### config.mk
export PLATFORM = sky130hd
export DESIGN_NAME = csc_upsample_unit
export DESIGN_NICKNAME = d
export VERILOG_FILES = /design/src/rtl/csc_upsample_unit_pkg.sv /design/src/rtl/csc_upsample_unit_pixel.sv /design/src/rtl/csc_upsample_unit.sv
export SDC_FILE = /design/constraint.sdc
export NUM_CORES = 2
export LEC_CHECK = 0
export CELL_PAD_IN_SITES_DETAIL_PLACEMENT = 0
export CELL_PAD_IN_SITES_GLOBAL_PLACEMENT = 1
export CORE_ASPECT_RATIO = 0.6
export CORE_MARGIN = 2
export CORE_UTILIZATION = 48
export DETAILED_ROUTE_END_ITERATION = 6
export GPL_ROUTABILITY_DRIVEN = 0
export GPL_TIMING_DRIVEN = 1
export PLACE_DENSITY_LB_ADDON = 0.1
export REMOVE_ABC_BUFFERS = 1
export SLEW_MARGIN = 20
export SYNTH_ARGS = -nofsm -noshare
export SYNTH_HDL_FRONTEND = slang
export SYNTH_HIERARCHICAL = 1
export SYNTH_SLANG_ARGS = --single-unit
### constraint.sdc
create_clock -name clk_i -period 17.4 [get_ports clk_i]
set_input_delay 3.48 -clock clk_i [delete_from_list [all_inputs] [get_ports clk_i]]
set_output_delay 3.48 -clock clk_i [all_outputs]
set_load 0.005 [all_outputs]
### src/rtl/csc_upsample_unit_pkg.sv
// Shared types, CSC coefficients and default SRAM segment bases for the YUV->RGB decompression stage.
// Purely declarative plus two tiny arithmetic helpers; no latency or flow control of its own.
package csc_upsample_unit_pkg;

    typedef enum logic [2:0] {
        S_IDLE,
        S_RD,
        S_WAIT,
        S_CALC,
        S_WR,
        S_DONE
    } csc_state_type;

    localparam logic signed [31:0] CSC_Y  = 32'sd76284;
    localparam logic signed [31:0] CSC_RV = 32'sd104595;
    localparam logic signed [31:0] CSC_GU = 32'sd25624;
    localparam logic signed [31:0] CSC_GV = 32'sd53281;
    localparam logic signed [31:0] CSC_BU = 32'sd132251;

    localparam logic [17:0] Y_BASE_DEF   = 18'd0;
    localparam logic [17:0] U_BASE_DEF   = 18'd38400;
    localparam logic [17:0] V_BASE_DEF   = 18'd57600;
    localparam logic [17:0] RGB_BASE_DEF = 18'd146944;

    typedef struct packed {
        logic [7:0] r;
        logic [7:0] g;
        logic [7:0] b;
    } rgb_t;

    // Rounded mean of two chroma samples; the 9-bit sum cannot overflow.
    function automatic logic [7:0] avg8(input logic [7:0] a, input logic [7:0] b);
        return 8'(({1'b0, a} + {1'b0, b} + 9'd1) >> 1);
    endfunction

    function automatic logic [7:0] clip8(input logic signed [31:0] acc);
        logic signed [31:0] sh;
        sh = acc >>> 16;
        if (sh < 0) begin
            return 8'd0;
        end
        if (sh > 32'sd255) begin
            return 8'hFF;
        end
        return sh[7:0];
    endfunction

endpackage

### src/rtl/csc_upsample_unit_pixel.sv
// One-pixel YUV->RGB converter: fixed-point CSC followed by >>>16 and clip to 0..255.
// Purely combinational; no handshake.
module yuv2rgb_pixel
    import csc_upsample_unit_pkg::*;
(
    input  logic [7:0] y_i,
    input  logic [7:0] u_i,
    input  logic [7:0] v_i,
    output rgb_t       rgb_o
);

    logic signed [31:0] y_s;
    logic signed [31:0] u_s;
    logic signed [31:0] v_s;
    logic signed [31:0] r_acc;
    logic signed [31:0] g_acc;
    logic signed [31:0] b_acc;

    always_comb begin
        y_s   = $signed({24'd0, y_i}) - 32'sd16;
        u_s   = $signed({24'd0, u_i}) - 32'sd128;
        v_s   = $signed({24'd0, v_i}) - 32'sd128;
        r_acc = CSC_Y * y_s + CSC_RV * v_s;
        g_acc = CSC_Y * y_s - CSC_GU * u_s - CSC_GV * v_s;
        b_acc = CSC_Y * y_s + CSC_BU * u_s;
        rgb_o   = '0;
        rgb_o.r = clip8(r_acc);
        rgb_o.g = clip8(g_acc);
        rgb_o.b = clip8(b_acc);
    end

endmodule

### src/rtl/csc_upsample_unit.sv
// Frame decompressor: per 4-pixel group reads Y/U/V from SRAM, upsamples chroma 4:2:2->4:4:4, converts to RGB, writes back.
// Fixed 14+RD_LATENCY cycles per group; no backpressure, SRAM assumed always available.
module csc_upsample_unit
    import csc_upsample_unit_pkg::*;
#(
    parameter int          IMG_WIDTH  = 320,
    parameter int          IMG_HEIGHT = 240,
    parameter logic [17:0] Y_BASE     = Y_BASE_DEF,
    parameter logic [17:0] U_BASE     = U_BASE_DEF,
    parameter logic [17:0] V_BASE     = V_BASE_DEF,
    parameter logic [17:0] RGB_BASE   = RGB_BASE_DEF,
    parameter int          RD_LATENCY = 2
) (
    input  logic        clk_i,
    input  logic        rst_i,
    input  logic        start_i,
    output logic        busy_o,
    output logic        done_o,
    output logic [17:0] sram_address_o,
    output logic [15:0] sram_write_data_o,
    output logic        sram_we_n_o,
    input  logic [15:0] sram_read_data_i
);

    localparam int NUM_GRP     = IMG_WIDTH * IMG_HEIGHT / 4;
    localparam int GRP_PER_ROW = IMG_WIDTH / 4;
    localparam int GW          = (NUM_GRP > 1) ? $clog2(NUM_GRP) : 1;
    localparam int CW          = (GRP_PER_ROW > 1) ? $clog2(GRP_PER_ROW) : 1;

    csc_state_type         state_q, state_d;
    logic [2:0]            step_q, step_d;
    logic [GW-1:0]         grp_q, grp_d;
    logic [CW-1:0]         col_q, col_d;
    logic [RD_LATENCY-1:0] rd_pipe_q;
    logic [2:0]            cap_idx_q;
    logic [15:0]           y01_q, y23_q, u01_q, v01_q;
    logic [7:0]            u2_q, v2_q;
    rgb_t [3:0]            pix_q;
    rgb_t                  pix_a, pix_b;
    logic [7:0]            ya, ua, va, yb, ub, vb;
    logic                  row_end, last_grp;
    logic [17:0]           grp_addr;

    assign row_end  = (col_q == CW'(GRP_PER_ROW - 1));
    assign last_grp = (grp_q == GW'(NUM_GRP - 1));
    assign grp_addr = 18'(grp_q);
    assign busy_o   = state_q inside {S_RD, S_WAIT, S_CALC, S_WR};
    assign done_o   = (state_q == S_DONE);

    // CALC step 0 produces pixels 0/1, step 1 pixels 2/3; the row's last odd pixel replicates its own chroma.
    always_comb begin
        if (!step_q[0]) begin
            ya = y01_q[15:8];
            ua = u01_q[15:8];
            va = v01_q[15:8];
            yb = y01_q[7:0];
            ub = avg8(u01_q[15:8], u01_q[7:0]);
            vb = avg8(v01_q[15:8], v01_q[7:0]);
        end else begin
            ya = y23_q[15:8];
            ua = u01_q[7:0];
            va = v01_q[7:0];
            yb = y23_q[7:0];
            ub = row_end ? u01_q[7:0] : avg8(u01_q[7:0], u2_q);
            vb = row_end ? v01_q[7:0] : avg8(v01_q[7:0], v2_q);
        end
    end

    yuv2rgb_pixel u_pix_a (.y_i(ya), .u_i(ua), .v_i(va), .rgb_o(pix_a));
    yuv2rgb_pixel u_pix_b (.y_i(yb), .u_i(ub), .v_i(vb), .rgb_o(pix_b));

    always_ff @(posedge clk_i) begin
        if (rst_i) begin
            state_q <= S_IDLE;
            step_q  <= '0;
            grp_q   <= '0;
            col_q   <= '0;
        end else begin
            state_q <= state_d;
            step_q  <= step_d;
            grp_q   <= grp_d;
            col_q   <= col_d;
        end
    end

    always_comb begin
        state_d           = state_q;
        step_d            = step_q;
        grp_d             = grp_q;
        col_d             = col_q;
        sram_address_o    = '0;
        sram_write_data_o = '0;
        sram_we_n_o       = 1'b1;
        case (state_q)
            S_IDLE: begin
                if (start_i) begin
                    state_d = S_RD;
                    step_d  = '0;
                end
            end
            S_RD: begin
                case (step_q)
                    3'd0:    sram_address_o = Y_BASE + (grp_addr << 1);
                    3'd1:    sram_address_o = Y_BASE + (grp_addr << 1) + 18'd1;
                    3'd2:    sram_address_o = U_BASE + grp_addr;
                    3'd3:    sram_address_o = U_BASE + grp_addr + 18'd1;
                    3'd4:    sram_address_o = V_BASE + grp_addr;
                    default: sram_address_o = V_BASE + grp_addr + 18'd1;
                endcase
                if (step_q == 3'd5) begin
                    state_d = S_WAIT;
                    step_d  = '0;
                end else begin
                    step_d = step_q + 3'd1;
                end
            end
            S_WAIT: begin
                if (step_q == 3'(RD_LATENCY - 1)) begin
                    state_d = S_CALC;
                    step_d  = '0;
                end else begin
                    step_d = step_q + 3'd1;
                end
            end
            S_CALC: begin
                if (step_q == 3'd1) begin
                    state_d = S_WR;
                    step_d  = '0;
                end else begin
                    step_d = step_q + 3'd1;
                end
            end
            S_WR: begin
                sram_we_n_o    = 1'b0;
                sram_address_o = RGB_BASE + grp_addr * 18'd6 + 18'(step_q);
                case (step_q)
                    3'd0:    sram_write_data_o = {pix_q[0].r, pix_q[0].g};
                    3'd1:    sram_write_data_o = {pix_q[0].b, pix_q[1].r};
                    3'd2:    sram_write_data_o = {pix_q[1].g, pix_q[1].b};
                    3'd3:    sram_write_data_o = {pix_q[2].r, pix_q[2].g};
                    3'd4:    sram_write_data_o = {pix_q[2].b, pix_q[3].r};
                    default: sram_write_data_o = {pix_q[3].g, pix_q[3].b};
                endcase
                if (step_q == 3'd5) begin
                    state_d = last_grp ? S_DONE : S_RD;
                    step_d  = '0;
                    grp_d   = grp_q + GW'(1);
                    col_d   = row_end ? '0 : col_q + CW'(1);
                end else begin
                    step_d = step_q + 3'd1;
                end
            end
            S_DONE: begin
                state_d = S_IDLE;
                step_d  = '0;
                grp_d   = '0;
                col_d   = '0;
            end
            default: state_d = S_IDLE;
        endcase
    end

    // Each read's data arrives RD_LATENCY cycles after its address; capture order mirrors issue order.
    always_ff @(posedge clk_i) begin
        if (rst_i) begin
            rd_pipe_q <= '0;
            cap_idx_q <= '0;
            y01_q     <= '0;
            y23_q     <= '0;
            u01_q     <= '0;
            v01_q     <= '0;
            u2_q      <= '0;
            v2_q      <= '0;
            pix_q     <= '0;
        end else begin
            rd_pipe_q <= RD_LATENCY'({rd_pipe_q, state_q == S_RD});
            if (rd_pipe_q[RD_LATENCY-1]) begin
                cap_idx_q <= (cap_idx_q == 3'd5) ? 3'd0 : cap_idx_q + 3'd1;
                case (cap_idx_q)
                    3'd0:    y01_q <= sram_read_data_i;
                    3'd1:    y23_q <= sram_read_data_i;
                    3'd2:    u01_q <= sram_read_data_i;
                    3'd3:    u2_q  <= sram_read_data_i[15:8];
                    3'd4:    v01_q <= sram_read_data_i;
                    default: v2_q  <= sram_read_data_i[15:8];
                endcase
            end
            if (state_q == S_CALC) begin
                if (!step_q[0]) begin
                    pix_q[0] <= pix_a;
                    pix_q[1] <= pix_b;
                end else begin
                    pix_q[2] <= pix_a;
                    pix_q[3] <= pix_b;
                end
            end
        end
    end

endmodule
# Word level (Yosys, flattened, before mapping)

Cells that the tools add are included.

Input port bits: 19
Word-level logic and storage cells: 196
Output and inout port bits: 37
Register bits: 209

Bitwise operators: 2
Mux-type cells: 72
$mul: 11
Reduce and logical (&&, ||, !) cells: 20
$lt $le $gt $ge: 12
Add/sub/neg operators: 33
Equal/unequal tests: 22

Operators with widths:

| cell                                                 | number |
|---|---|
| 2-to-1 mux 8 bit                                     | 32 |
| adder 32 bit                                         | 4 |
| subtractor 32 bit                                    | 4 |
| > comparator 16 x 9 -> 1 bit (second input constant) | 6 |
| < comparator 16 x 1 -> 1 bit (second input constant) | 6 |
| case mux 18 bit (5 select lines)                     | 1 |
| case mux 16 bit (5 select lines)                     | 1 |
| multiplier 13 x 32 -> 29 bit (first input constant)  | 2 |
| multiplier 16 x 32 -> 30 bit (first input constant)  | 2 |
| multiplier 17 x 32 -> 32 bit (first input constant)  | 2 |
| multiplier 18 x 32 -> 32 bit (first input constant)  | 2 |
| multiplier 19 x 32 -> 32 bit (first input constant)  | 2 |
| adder 17 x 1 -> 18 bit (second input constant)       | 2 |
| adder 8 x 8 -> 9 bit                                 | 4 |
| adder 9 x 1 -> 9 bit (second input constant)         | 4 |
| case mux 18 bit (2 select lines)                     | 1 |
| subtractor 8 x 8 -> 9 bit (second input constant)    | 4 |
| adder 16 x 15 -> 17 bit (first input constant)       | 2 |
| 2-to-1 mux 3 bit                                     | 10 |
| case mux 15 bit (2 select lines)                     | 1 |
| AND reduction 2 bit                                  | 10 |
| 2-to-1 mux 1 bit                                     | 19 |
| adder 18 bit (first input constant)                  | 1 |
| adder 18 x 3 -> 18 bit                               | 1 |
| 26 further kinds                                     | 49 |

# Logic depth before layout (Yosys ltp)

Depth after elaboration: 13
Mapped depth: 49
Mapped depth without buffers: 47

# Hierarchy

The synthesis kept the hierarchy.

By module, submodules not included:

| module                   | cells an instance | instances | area each (um^2) | seq. area each (um^2) |
|---|---|---|---|---|
| yuv2rgb_pixel at u_pix_b | 1454              | 1         | 12873.6          | 0.0 |
| yuv2rgb_pixel at u_pix_a | 1438              | 1         | 12757.2          | 0.0 |
| csc_upsample_unit        | 1702              | 1         | 12717.2          | 4184.0 |

# Least setup slack after synthesis

Ideal clock, no wire load.

Kind: register to register
Start: reg step_q[0]
End: reg pix_q[58] (netlist name)
Period minus slack after synthesis: 11293 ps
Data required time: 17268 ps
Cell stages (with the launch flop): 46
Data arrival time: 11161 ps
Buffers on the path: 3
Slack: 6107 ps
Setup time: 132 ps
Cell sequence: dfxtp_1 -> clkbuf_1 -> buf_1 -> clkbuf_1 -> mux2_2 -> inv_1 -> ha_1 -> xor2_1 -> inv_1 -> ha_1 -> inv_1 -> ha_1 -> fa_1 -> fa_1 -> inv_1 -> fa_1 -> inv_1 -> ha_1 -> [10 not listed] -> xnor2_1 -> ha_1 -> fa_1 -> fa_1 -> inv_1 -> ha_1 -> nand2_1 -> nor3_1 -> and3_1 -> a32oi_1 -> nand2_1 -> o41ai_2 -> o21ai_1 -> or3_1 -> a2111oi_2 -> a211oi_1 -> nand2_1 -> a21oi_1

RTL lines:

| item                   | line                    | RTL |
|---|---|---|
| from (decl)            | csc_upsample_unit.sv:31 | `logic [2:0] step_q, step_d;` |
| from (signal assigned) | csc_upsample_unit.sv:80 | `step_q <= step_d;` |
| to (decl)              | csc_upsample_unit.sv:38 | `rgb_t [3:0] pix_q;` |

==> run_results.csv <==
group,metric,value,unit
run_status,status,"finished clean",
sta,timing.final.crit_period,12.47,ns
finish,drive_gt1_share,4.31,%
sta,slew_viol_final,0,
sta,rsz0062_at_grt,"no",
sta,finalSetupViolCount,0,
sta,max_slew.worst_pin.slew,1.10,ns
sta,max_slew_margin,26.4,%
clock_tree,clk_path_buf_depth,3,
synth,ys_warn_count,6,
clock_tree,h-tree-depth,1,
worst_setup_path,worst_path_most_repeated_cell,"ha_1",
clock_tree,clk_pin_slew,0.07,ns
clock_tree,cts_tree,"done",
worst_setup_path,critPathRequiredTime,17.78,ns
worst_setup_path,crit_path_start_kind,"flip-flop",
floorplan,num_rows,80,
worst_setup_path,crit_path_end_kind,"flip-flop",
clock_tree,numCtsBuffers,21,
synth,ys.flop_type,"dfxtp_1",
floorplan,pin_count,56,
grt,antenna_found_initial,3,
floorplan,chipHeight,223,um
worst_setup_path,slowest_delay,0.81,ns
route,drt.antenna.violating_nets,0,
sta,tns,0,ns
clock_tree,ctsResizeCount,0,
sta,final.period_utilization,71.7,%
route,firstDrtPassIters,6,
grt,grt_pass1_vias,29600,
clock_tree,cts_root_buffer,"clkbuf_16",
placement,place_area,40200,sq um
floorplan,start_util,48.4,%
floorplan,core,79300,sq um
synth,synthArstFlopShare,0,%
synth,ys_types,113,
clock_tree,cts_setup_buffers,0,
route,dr_total_vias,31200,
synth,synth_edf_count,0,
route,vias_per_cell,5.50,
grt,grt_pass1_wl,178000,um
finish,n_antenna_cell,0,
route,first_iter_violations,2729,
synth,syn_area,38300,sq um
synth,synth_seq_cells,209,
job,max_cap_violations,0,
synth,synth.avg_cell_area,8.35,sq um
finish,area_growth,6.61,%
finish,utilization,51.6,%
sta,fmax,80.2,MHz
route,wl_per_cell,20.2,um
placement,dp.cells,5645,
route,drc_errors,0,
worst_setup_path,critPathSlowestCell,"dfxtp_4",
grt,grtUsageTotal,28.0,%
grt,grt_start_max_net_pins,74,
hold_path,hold_path.class,"flip-flop to flip-flop",
floorplan,die_w,369,um
finish,fin_cells,5682,
clock_tree,numClockSinks,209,
finish,final_nets,5788,
synth,ys_seq_area_share,10.9,%
worst_setup_path,crit_fanout,36,
clock_tree,hold_buffers,0,
grt,grt-ovfl-total,0,
floorplan,dieArea,82200,sq um
synth,synth_cells,4594,
placement,port_buffers,55,
worst_setup_path,critPathKind,"flip-flop to flip-flop",
worst_setup_path,crit_arrival,12.86,ns
route,wl,115000,um
placement,post-dp-hpwl,95400,um
sta,hold_viol_final,0,
clock_tree,clock_latency,0.54,ns
sta,fin_skew,0.0196,ns
finish,design_area,40900,sq um
worst paths after layout:
path | from | slack [ns] | cells after the start | end
min | y23_q[12] | 0.45 | 2 | y23_q[12]
min reg2reg | y23_q[12] | 0.45 | 2 | y23_q[12]
max reg2reg | step_q[0] | 4.93 | 43 | pix_q[33]
max | step_q[0] | 4.93 | 43 | pix_q[33]
cell usage after synthesis (15+ instances only):
master / count / area (sq um)
nor2_1: 209 / 785
clkbuf_1: 97 / 364
fa_1: 296 / 5930
dfxtp_1: 209 / 4180
a21oi_1: 416 / 2080
xnor2_1: 151 / 1320
nor3_1: 48 / 240
a222oi_1: 16 / 160
or2_2: 15 / 93.8
o21a_1: 51 / 383
mux2_2: 33 / 372
o22ai_1: 16 / 100
inv_1: 740 / 2780
o21ai_0: 139 / 696
nor2b_1: 33 / 206
ha_1: 871 / 10900
nand3_1: 71 / 355
nand2_1: 501 / 1880
or3_1: 23 / 144
o211ai_1: 27 / 203
nand4_1: 21 / 131
nand2b_1: 40 / 250
and3_1: 21 / 131
xor2_1: 85 / 744
a31oi_1: 27 / 169
o21ai_1: 30 / 150
a21o_1: 75 / 563
a211oi_1: 27 / 203
mux2i_1: 37 / 370
logic make-up after synthesis:
logic type / after synthesis / share of synthesized area [%]
buffers and inverters: 863 / 8.52
DFF: 209 / 10.9
and+or+nand+nor: 1055 / 12.5
AOI/OAI and AO/OA: 991 / 16.7
adders and majority gates: 1169 / 43.9
xor gates and xnor gates: 237 / 5.45
muxes: 70 / 1.93
worst max-delay path: cells and delay by family, from the launching register on:
family	cells	cell delay, ns
AO/OA/AOI/OAI	12	2.71
XOR/XNOR	3	1.00
buffers and inverters	7	1.10
flip-flops	1	0.81
AND/OR/NAND/NOR	8	1.53
adder cells (fa/ha/maj)	12	4.66
multiplexers	1	0.43
per-stage QoR:
stage | hold slack (ns) | worst slack [ns]
detailed placement | 0.445 | 5.12
global route | 0.471 | 4.20
CTS | 0.455 | 5.08
finish | 0.453 | 4.93
global placement | 0.440 | 5.22
floorplan | 0.414 | 5.15
layout make-up:
class | count | area [sq um]
clock buffers | 28 | 633
well taps | 1066 | 1330
repair buffers | 102 | 905
multi-input cells | 3522 | 31000
flip-flops and latches | 209 | 4190
fillers | 7773 | 38400
clock inverters | 9 | 68.8
inverters | 746 | 2800
placed cells by master (no fill, tap or decap), types with 13 or more instances in the layout:
cell,netlist,final
nand2_1,501,501
nor2b_1,33,33
nor3_1,48,45
o21ai_1,30,31
clkdlybuf4s50_1,0,54
o211ai_1,27,27
buf_4,2,47
o21a_1,51,51
mux2i_1,37,37
xnor2_1,151,149
a31oi_1,27,27
o22ai_1,16,16
nor2_1,209,207
and3_1,21,21
or2_2,15,15
inv_1,740,740
ha_1,871,871
or3_1,23,23
xor2_1,85,85
mux2_2,33,33
nand3_1,71,71
o21ai_0,139,138
nand4_1,21,21
nand2b_1,40,40
a21o_1,75,75
a222oi_1,16,16
a21oi_1,416,416
dfxtp_1,209,208
and2_1,13,13
clkbuf_16,0,22
a211oi_1,27,26
fa_1,296,296
metal layers:
layer	up-vias	part of all wire (%)	track usage [%]	wire, um
met4	2	0.70	2.17	799
met5	-	0.010	0	12
li1	15600	-	-	-
met2	909	34	34.0	39200
met1	14600	54	46.1	62000
met3	47	11	10.4	12600
sequential cells by signal, summed over array words and instances (netlist names):
signal / count
v01_q: 16
y01_q: 16
pix_q: 96
v2_q: 8
y23_q: 16
grp_q: 15
u01_q: 16
cap_idx_q: 3
rd_pipe_q: 2
col_q: 7
step_q: 3
state_q: 3
u2_q: 8
Power is not shown: default switching activity piles up to over one toggle a cycle in this logic, so the estimate is an artifact.
